## config.mk

```make
export PLATFORM = sky130hd
export DESIGN_NAME = bandit
export DESIGN_NICKNAME = d
export VERILOG_FILES = /design/src/rtl/bandit_pkg.sv /design/src/rtl/bandit_lfsr.sv /design/src/rtl/bandit.sv
export SDC_FILE = /design/constraint.sdc
export NUM_CORES = 2
export LEC_CHECK = 0
export BUFFER_PORTS_ARGS = -buffer_cell sky130_fd_sc_hd__buf_2
export CAP_MARGIN = 20
export CELL_PAD_IN_SITES_DETAIL_PLACEMENT = 1
export CELL_PAD_IN_SITES_GLOBAL_PLACEMENT = 2
export CORE_UTILIZATION = 56
export DETAILED_ROUTE_END_ITERATION = 16
export GPL_ROUTABILITY_DRIVEN = 0
export GPL_TIMING_DRIVEN = 0
export PLACE_DENSITY_LB_ADDON = 0.1
export REMOVE_ABC_BUFFERS = 1
export SLEW_MARGIN = 20
export SYNTH_ARGS = -nofsm -noshare
export SYNTH_HDL_FRONTEND = slang
export SYNTH_SLANG_ARGS = --single-unit
```

## constraint.sdc

```tcl
create_clock -name clock -period 41.2 [get_ports clock]
set_input_delay 2.06 -clock clock [delete_from_list [all_inputs] [get_ports clock]]
set_output_delay 2.06 -clock clock [all_outputs]
set_load 0.01 [all_outputs]
```

## src/rtl/bandit_pkg.sv

```systemverilog
`default_nettype none
// +----------------------------------------------------------------------+
// | Module   : bandit_pkg                                                 |
// | Purpose  : Shared types and the saturating value-update function for  |
// |            the epsilon-greedy bandit agent.                           |
// | Revision : 1.0 - initial release                                      |
// +----------------------------------------------------------------------+
package bandit_pkg;

  typedef enum logic [1:0] {
    SELECT = 2'd0,
    ACTION = 2'd1,
    REWARD = 2'd2,
    UPDATE = 2'd3
  } state_t;

  typedef logic [7:0]        action_t;
  typedef logic signed [7:0] value_t;

  // Q + ((r - Q) >>> shift), clamped to the signed 8-bit range.
  // The difference needs 9 bits; the sum needs 10 to see overflow.
  function automatic value_t sat_update(input value_t q, input value_t r,
                                        input int unsigned shift);
    logic signed [8:0] delta;
    logic signed [8:0] step;
    logic signed [9:0] sum;
    delta = $signed({r[7], r}) - $signed({q[7], q});
    step  = delta >>> shift;
    sum   = $signed({step[8], step}) + $signed({{2{q[7]}}, q});
    if (sum > 10'sd127) begin
      return 8'sd127;
    end else if (sum < -10'sd128) begin
      return -8'sd128;
    end else begin
      return sum[7:0];
    end
  endfunction

endpackage
`default_nettype wire

```

## src/rtl/bandit_lfsr.sv

```systemverilog
`default_nettype none
// +----------------------------------------------------------------------+
// | Module   : bandit_lfsr                                                |
// | Purpose  : 16-bit Fibonacci LFSR (taps 16,14,13,11), free running,    |
// |            used as the exploration random source.                    |
// | Revision : 1.0 - initial release                                      |
// +----------------------------------------------------------------------+
module bandit_lfsr #(
  parameter logic [15:0] LFSR_SEED = 16'hACE1
) (
  input  logic        clock,
  input  logic        reset,
  output logic [15:0] state
);

  logic feedback;

  assign feedback = state[15] ^ state[13] ^ state[12] ^ state[10];

  // Advance once per cycle; a nonzero seed keeps the sequence off zero.
  always_ff @(posedge clock) begin
    if (reset) begin
      state <= LFSR_SEED;
    end else begin
      state <= {state[14:0], feedback};
    end
  end

endmodule
`default_nettype wire

```

## src/rtl/bandit.sv

```systemverilog
`default_nettype none
// +----------------------------------------------------------------------+
// | Module   : bandit                                                     |
// | Purpose  : Epsilon-greedy multi-armed bandit agent. Scans the value   |
// |            table for the greedy arm, optionally explores, emits the   |
// |            arm, waits for a reward and updates that arm's value.      |
// | Revision : 1.0 - initial release                                      |
// +----------------------------------------------------------------------+
module bandit
  import bandit_pkg::*;
#(
  parameter int          ACTION_WIDTH = 8,
  parameter int          VALUE_WIDTH  = 8,
  parameter int          STEP_SHIFT   = 2,
  parameter int          EPSILON      = 8,
  parameter logic [15:0] LFSR_SEED    = 16'hACE1
) (
  input  logic                    clock,
  input  logic                    reset,
  output logic                    action_valid,
  output logic [ACTION_WIDTH-1:0] action_data,
  input  logic                    action_ready,
  input  logic                    reward_valid,
  input  logic [VALUE_WIDTH-1:0]  reward_data,
  output logic                    reward_ready
);

  localparam int         DEPTH     = 2**ACTION_WIDTH;
  localparam logic [8:0] EPS_LIMIT = 9'(EPSILON);

  // Not reset: contents survive reset and may be preloaded externally.
  logic signed [VALUE_WIDTH-1:0] action_value_table [0:DEPTH-1];

  state_t                        state;
  // One extra bit: the MSB marks the decision cycle after the last index.
  logic [ACTION_WIDTH:0]         scan_idx;
  logic [ACTION_WIDTH-1:0]       best_idx;
  logic signed [VALUE_WIDTH-1:0] best_val;
  logic signed [VALUE_WIDTH-1:0] reward_q;
  logic [15:0]                   lfsr;

  logic [ACTION_WIDTH-1:0]       scan_addr;
  logic signed [VALUE_WIDTH-1:0] scan_val;
  logic                          scan_done;
  logic                          explore;
  logic signed [VALUE_WIDTH-1:0] cur_val;
  logic signed [VALUE_WIDTH-1:0] next_val;

  bandit_lfsr #(
    .LFSR_SEED (LFSR_SEED)
  ) u_lfsr (
    .clock (clock),
    .reset (reset),
    .state (lfsr)
  );

  assign scan_addr = scan_idx[ACTION_WIDTH-1:0];
  assign scan_val  = action_value_table[scan_addr];
  assign scan_done = scan_idx[ACTION_WIDTH];
  assign explore   = ({1'b0, lfsr[7:0]} < EPS_LIMIT);
  assign cur_val   = action_value_table[action_data];
  assign next_val  = sat_update(cur_val, reward_q, unsigned'(STEP_SHIFT));

  // Episode controller: scan, emit action, wait for reward, update.
  always_ff @(posedge clock) begin
    if (reset) begin
      state        <= SELECT;
      action_valid <= 1'b0;
      reward_ready <= 1'b0;
      action_data  <= '0;
      scan_idx     <= '0;
      best_idx     <= '0;
      best_val     <= '0;
      reward_q     <= '0;
    end else begin
      case (state)
        SELECT: begin
          if (!scan_done) begin
            // Index 0 always seeds the search; later entries must be
            // strictly greater, so ties resolve to the lowest index.
            if (scan_idx == '0 || scan_val > best_val) begin
              best_idx <= scan_addr;
              best_val <= scan_val;
            end
            scan_idx <= scan_idx + 1'b1;
          end else begin
            action_data  <= explore ? lfsr[8 +: ACTION_WIDTH] : best_idx;
            action_valid <= 1'b1;
            state        <= ACTION;
          end
        end
        ACTION: begin
          if (action_ready) begin
            action_valid <= 1'b0;
            reward_ready <= 1'b1;
            state        <= REWARD;
          end
        end
        REWARD: begin
          if (reward_valid) begin
            reward_q     <= reward_data;
            reward_ready <= 1'b0;
            state        <= UPDATE;
          end
        end
        UPDATE: begin
          scan_idx <= '0;
          state    <= SELECT;
        end
        default: begin
          state <= SELECT;
        end
      endcase
    end
  end

  // Value write-back happens only in the single UPDATE cycle.
  always_ff @(posedge clock) begin
    if (!reset && state == UPDATE) begin
      action_value_table[action_data] <= next_val;
    end
  end

endmodule
`default_nettype wire

```

==> results.sh <==
export IMPL_dp_hpwl_um=195000
export IMPL_grt_max_degree=125
export IMPL_async_reset_ff_share_pct=0
export IMPL_die_y_um=422
export IMPL_slew_violations=0
export IMPL_fin_hold_ws_ns=0.439
export IMPL_crit_required_ns=41.90
export IMPL_syn2layout_area_growth_pct=13.4
export IMPL_synth_seq_cells=2125
export IMPL_cts_max_level=4
export IMPL_p_leak_nw=33.0
export IMPL_layout_min_cycle_time_ns=9.95
export IMPL_synth_cells=4596
export IMPL_cp_data_arrival_time_ns=10.64
export IMPL_critical_path_startpoint_type="register"
export IMPL_antenna_found_initial=17
export IMPL_rsz0062_at_grt="no"
export IMPL_clk_path_buf_depth=3
export IMPL_numCtsBuffers=217
export IMPL_synth_edff_count=2048
export IMPL_cp_slowest_cell="a21oi_4"
export IMPL_root_buffer="clkbuf_16"
export IMPL_ios=22
export IMPL_clk_pin_slew_ns=0.06
export IMPL_power_density_nw_per_um2=48.0
export IMPL_finalPower_mw=5.38
export IMPL_p_sw_share_pct=25.5
export IMPL_status="finished clean"
export IMPL_ys_warn_count=0
export IMPL_worstRegToRegCells=29
export IMPL_internal_power_mw=4.01
export IMPL_nets=4683
export IMPL_pwr_share_seq_pct=44.2
export IMPL_fmax_ghz=0.101
export IMPL_cts_resized=0
export IMPL_cp_max_fo=42
export IMPL_layout_drive_gt1_share_pct=40.8
export IMPL_ys_types=60
export IMPL_fin_skew_ns=0.0263
export IMPL_setup_worst_path_class="reg2reg"
export IMPL_period_share_pct=24.1
export IMPL_hold_depth=1
export IMPL_cts_setup_buffers=0
export IMPL_grt_pass1_wl_um=417000
export IMPL_first_iter_violations=6914
export IMPL_crit_top_cell="buf_12"
export IMPL_avgSynthCellArea_sq_um=21.5
export IMPL_rows=153
export IMPL_grt_total_usage_pct=33.4
export IMPL_wl_per_cell_um=40.6
export IMPL_postRouteAntennaNets=0
export IMPL_power_frac_comb_pct=18.4
export IMPL_end_kind="register"
export IMPL_synthesis_area_sq_um=98800
export IMPL_drcViolationCount=0
export IMPL_tritoncts="built"
export IMPL_die_w_um=422
export IMPL_final_common_cell="edfxtp_1"
export IMPL_first_pass_iters=5
export IMPL_final_cell_mix="edfxtp_1 (2048), mux4_2 (1326), nor2_1 (236)"
export IMPL_maxCapViolations=0
export IMPL_cts_sinks=2125
export IMPL_final_core_util_pct=64.1
export IMPL_ys_seq_area_share_pct=63.8
export IMPL_grt_pass1_vias=54800
export IMPL_hp_class="reg2reg"
export IMPL_initial_utilization_pct=56.6
export IMPL_finalSetupViolCount=0
export IMPL_hold_viol_final=0
export IMPL_fillCellCount=13700
export IMPL_p_clk_share_pct=37.5
export IMPL_core_area_sq_um=175000
export IMPL_ctsHoldBuffers=0
export IMPL_vias_per_cell=7.30
export IMPL_die_area_sq_um=178000
export IMPL_setup_tns_ns=0
export IMPL_clkLatencyLatePin_ns=0.88
export IMPL_p_switching_mw=1.37
export IMPL_overflow=0
export IMPL_synth_main_ff_cell="edfxtp_1"
export IMPL_via_count=52200
export IMPL_worst_pin_slew_ns=1.20
export IMPL_max_stage_delay_ns=0.77
export IMPL_portBuffers=21
export IMPL_vdd_ir_drop_max_mv=0.0485
export IMPL_drt_wl_total_um=291000
export IMPL_relSlewSlack_pct=20.0
layout make-up:
cell class | instances | area [sq um] | area share [%]
inverters | 35 | 144 | 0.128
repair buffers | 189 | 4310 | 3.85
clock buffers | 265 | 5860 | 5.24
multi-input cells | 2070 | 34200 | 30.6
well taps | 2325 | 2910 | 2.60
clock inverters | 145 | 1420 | 1.26
flip-flops and latches | 2125 | 63100 | 56.3
diodes | 7 | 17.5 | 0.0156
sequential cells by signal (all words and copies together), names as in the netlist, named ones only:
| name | count |
|---|---|
| reward_q | 8 |
| reward_ready | 1 |
| scan_idx | 9 |
| action_value_table | 2048 |
| action_valid | 1 |
| state | 2 |
| best_val | 8 |
| action_data | 8 |
| best_idx | 8 |
| u_lfsr.state | 16 |
layer usage:
metal	up-vias	global-route usage [%]	share of wire, %	wire length [um]
li1	20300	-	-	-
met1	28700	46.8	38	110000
met2	2741	52.9	49	142000
met3	480	6.89	9.2	26900
met4	22	12.1	4.0	11700
met5	-	0	0.050	145
path summary, 6_finish.rpt:
check | from | end | slack, ns
worst max-delay path | register | action_value_table[136][3] | 31.25
worst min-delay path | u_lfsr.state[6] | u_lfsr.state[7] | 0.44
worst max register to register | register | action_value_table[136][3] | 31.25
worst min register to register | u_lfsr.state[6] | u_lfsr.state[7] | 0.44
power by group through the flow:
| stage | Clock (mW) | Combinational (mW) | Sequential, mW |
|---|---|---|---|
| finish | 2.02 | 0.987 | 2.37 |
| detailed placement | 0 | 0.982 | 2.42 |
| CTS | 2.03 | 0.989 | 2.37 |
| floorplan | 0 | 1.15 | 2.55 |
| global route | 2.10 | 1.03 | 2.37 |
| global placement | 0 | 1.77 | 2.65 |
synthesized netlist by cell type, types with 13 or more instances:
library cell     n  area share, %
edfxtp_1      2048             62
mux4_2        1326             30
nor2_1         297            1.1
clkbuf_1       211           0.80
buf_2           93           0.47
dfxtp_1         77            1.6
nand2_1         65           0.25
nand3_1         61           0.31
a21oi_1         47           0.24
ha_1            32           0.41
buf_1           30           0.11
a22oi_1         29           0.22
mux2i_1         29           0.29
nor2b_1         29           0.18
o21ai_0         29           0.15
inv_1           27           0.10
buf_4           18           0.14
buf_6           13           0.15
kinds of logic (layout without fill, tap and decap cells):
kind of cell               count (synthesis)  in the layout  share of synthesized area, %
DFF                                     2125           2125                          63.8
muxes                                   1357           1357                          30.5
and+or+nand+nor                          507            507                          2.23
buffers and inverters                    401            634                          1.81
AOI/OAI and AO/OA                        160            160                          1.06
adders and majority gates                 33             33                         0.426
xor gates and xnor gates                  13             13                         0.115
other                                      0              7                             0
critical path: cells and delay by family (launching register included):
| family | cells | cell delay (ns) |
|---|---|---|
| buf+inv | 10 | 2.38 |
| simple gates | 3 | 0.99 |
| flops | 1 | 0.65 |
| mux | 4 | 2.07 |
| compound gates | 10 | 2.89 |
| fa+ha+maj | 2 | 0.58 |
through the flow:
| stage | worst slack, ns | instance area [sq um] | std cells |
|---|---|---|---|
| 3_5_place_dp | 31.32 | 105000 | 6743 |
| 3_3_place_gp | -17.83 | 100000 | 6576 |
| 2_1_floorplan | 7.66 | 97100 | 4230 |
| 5_1_grt | 30.94 | 112000 | 7155 |
| 4_1_cts | 31.26 | 112000 | 7153 |
| 6_report | 31.25 | 112000 | 7161 |
(Power assumes the default switching activity.)
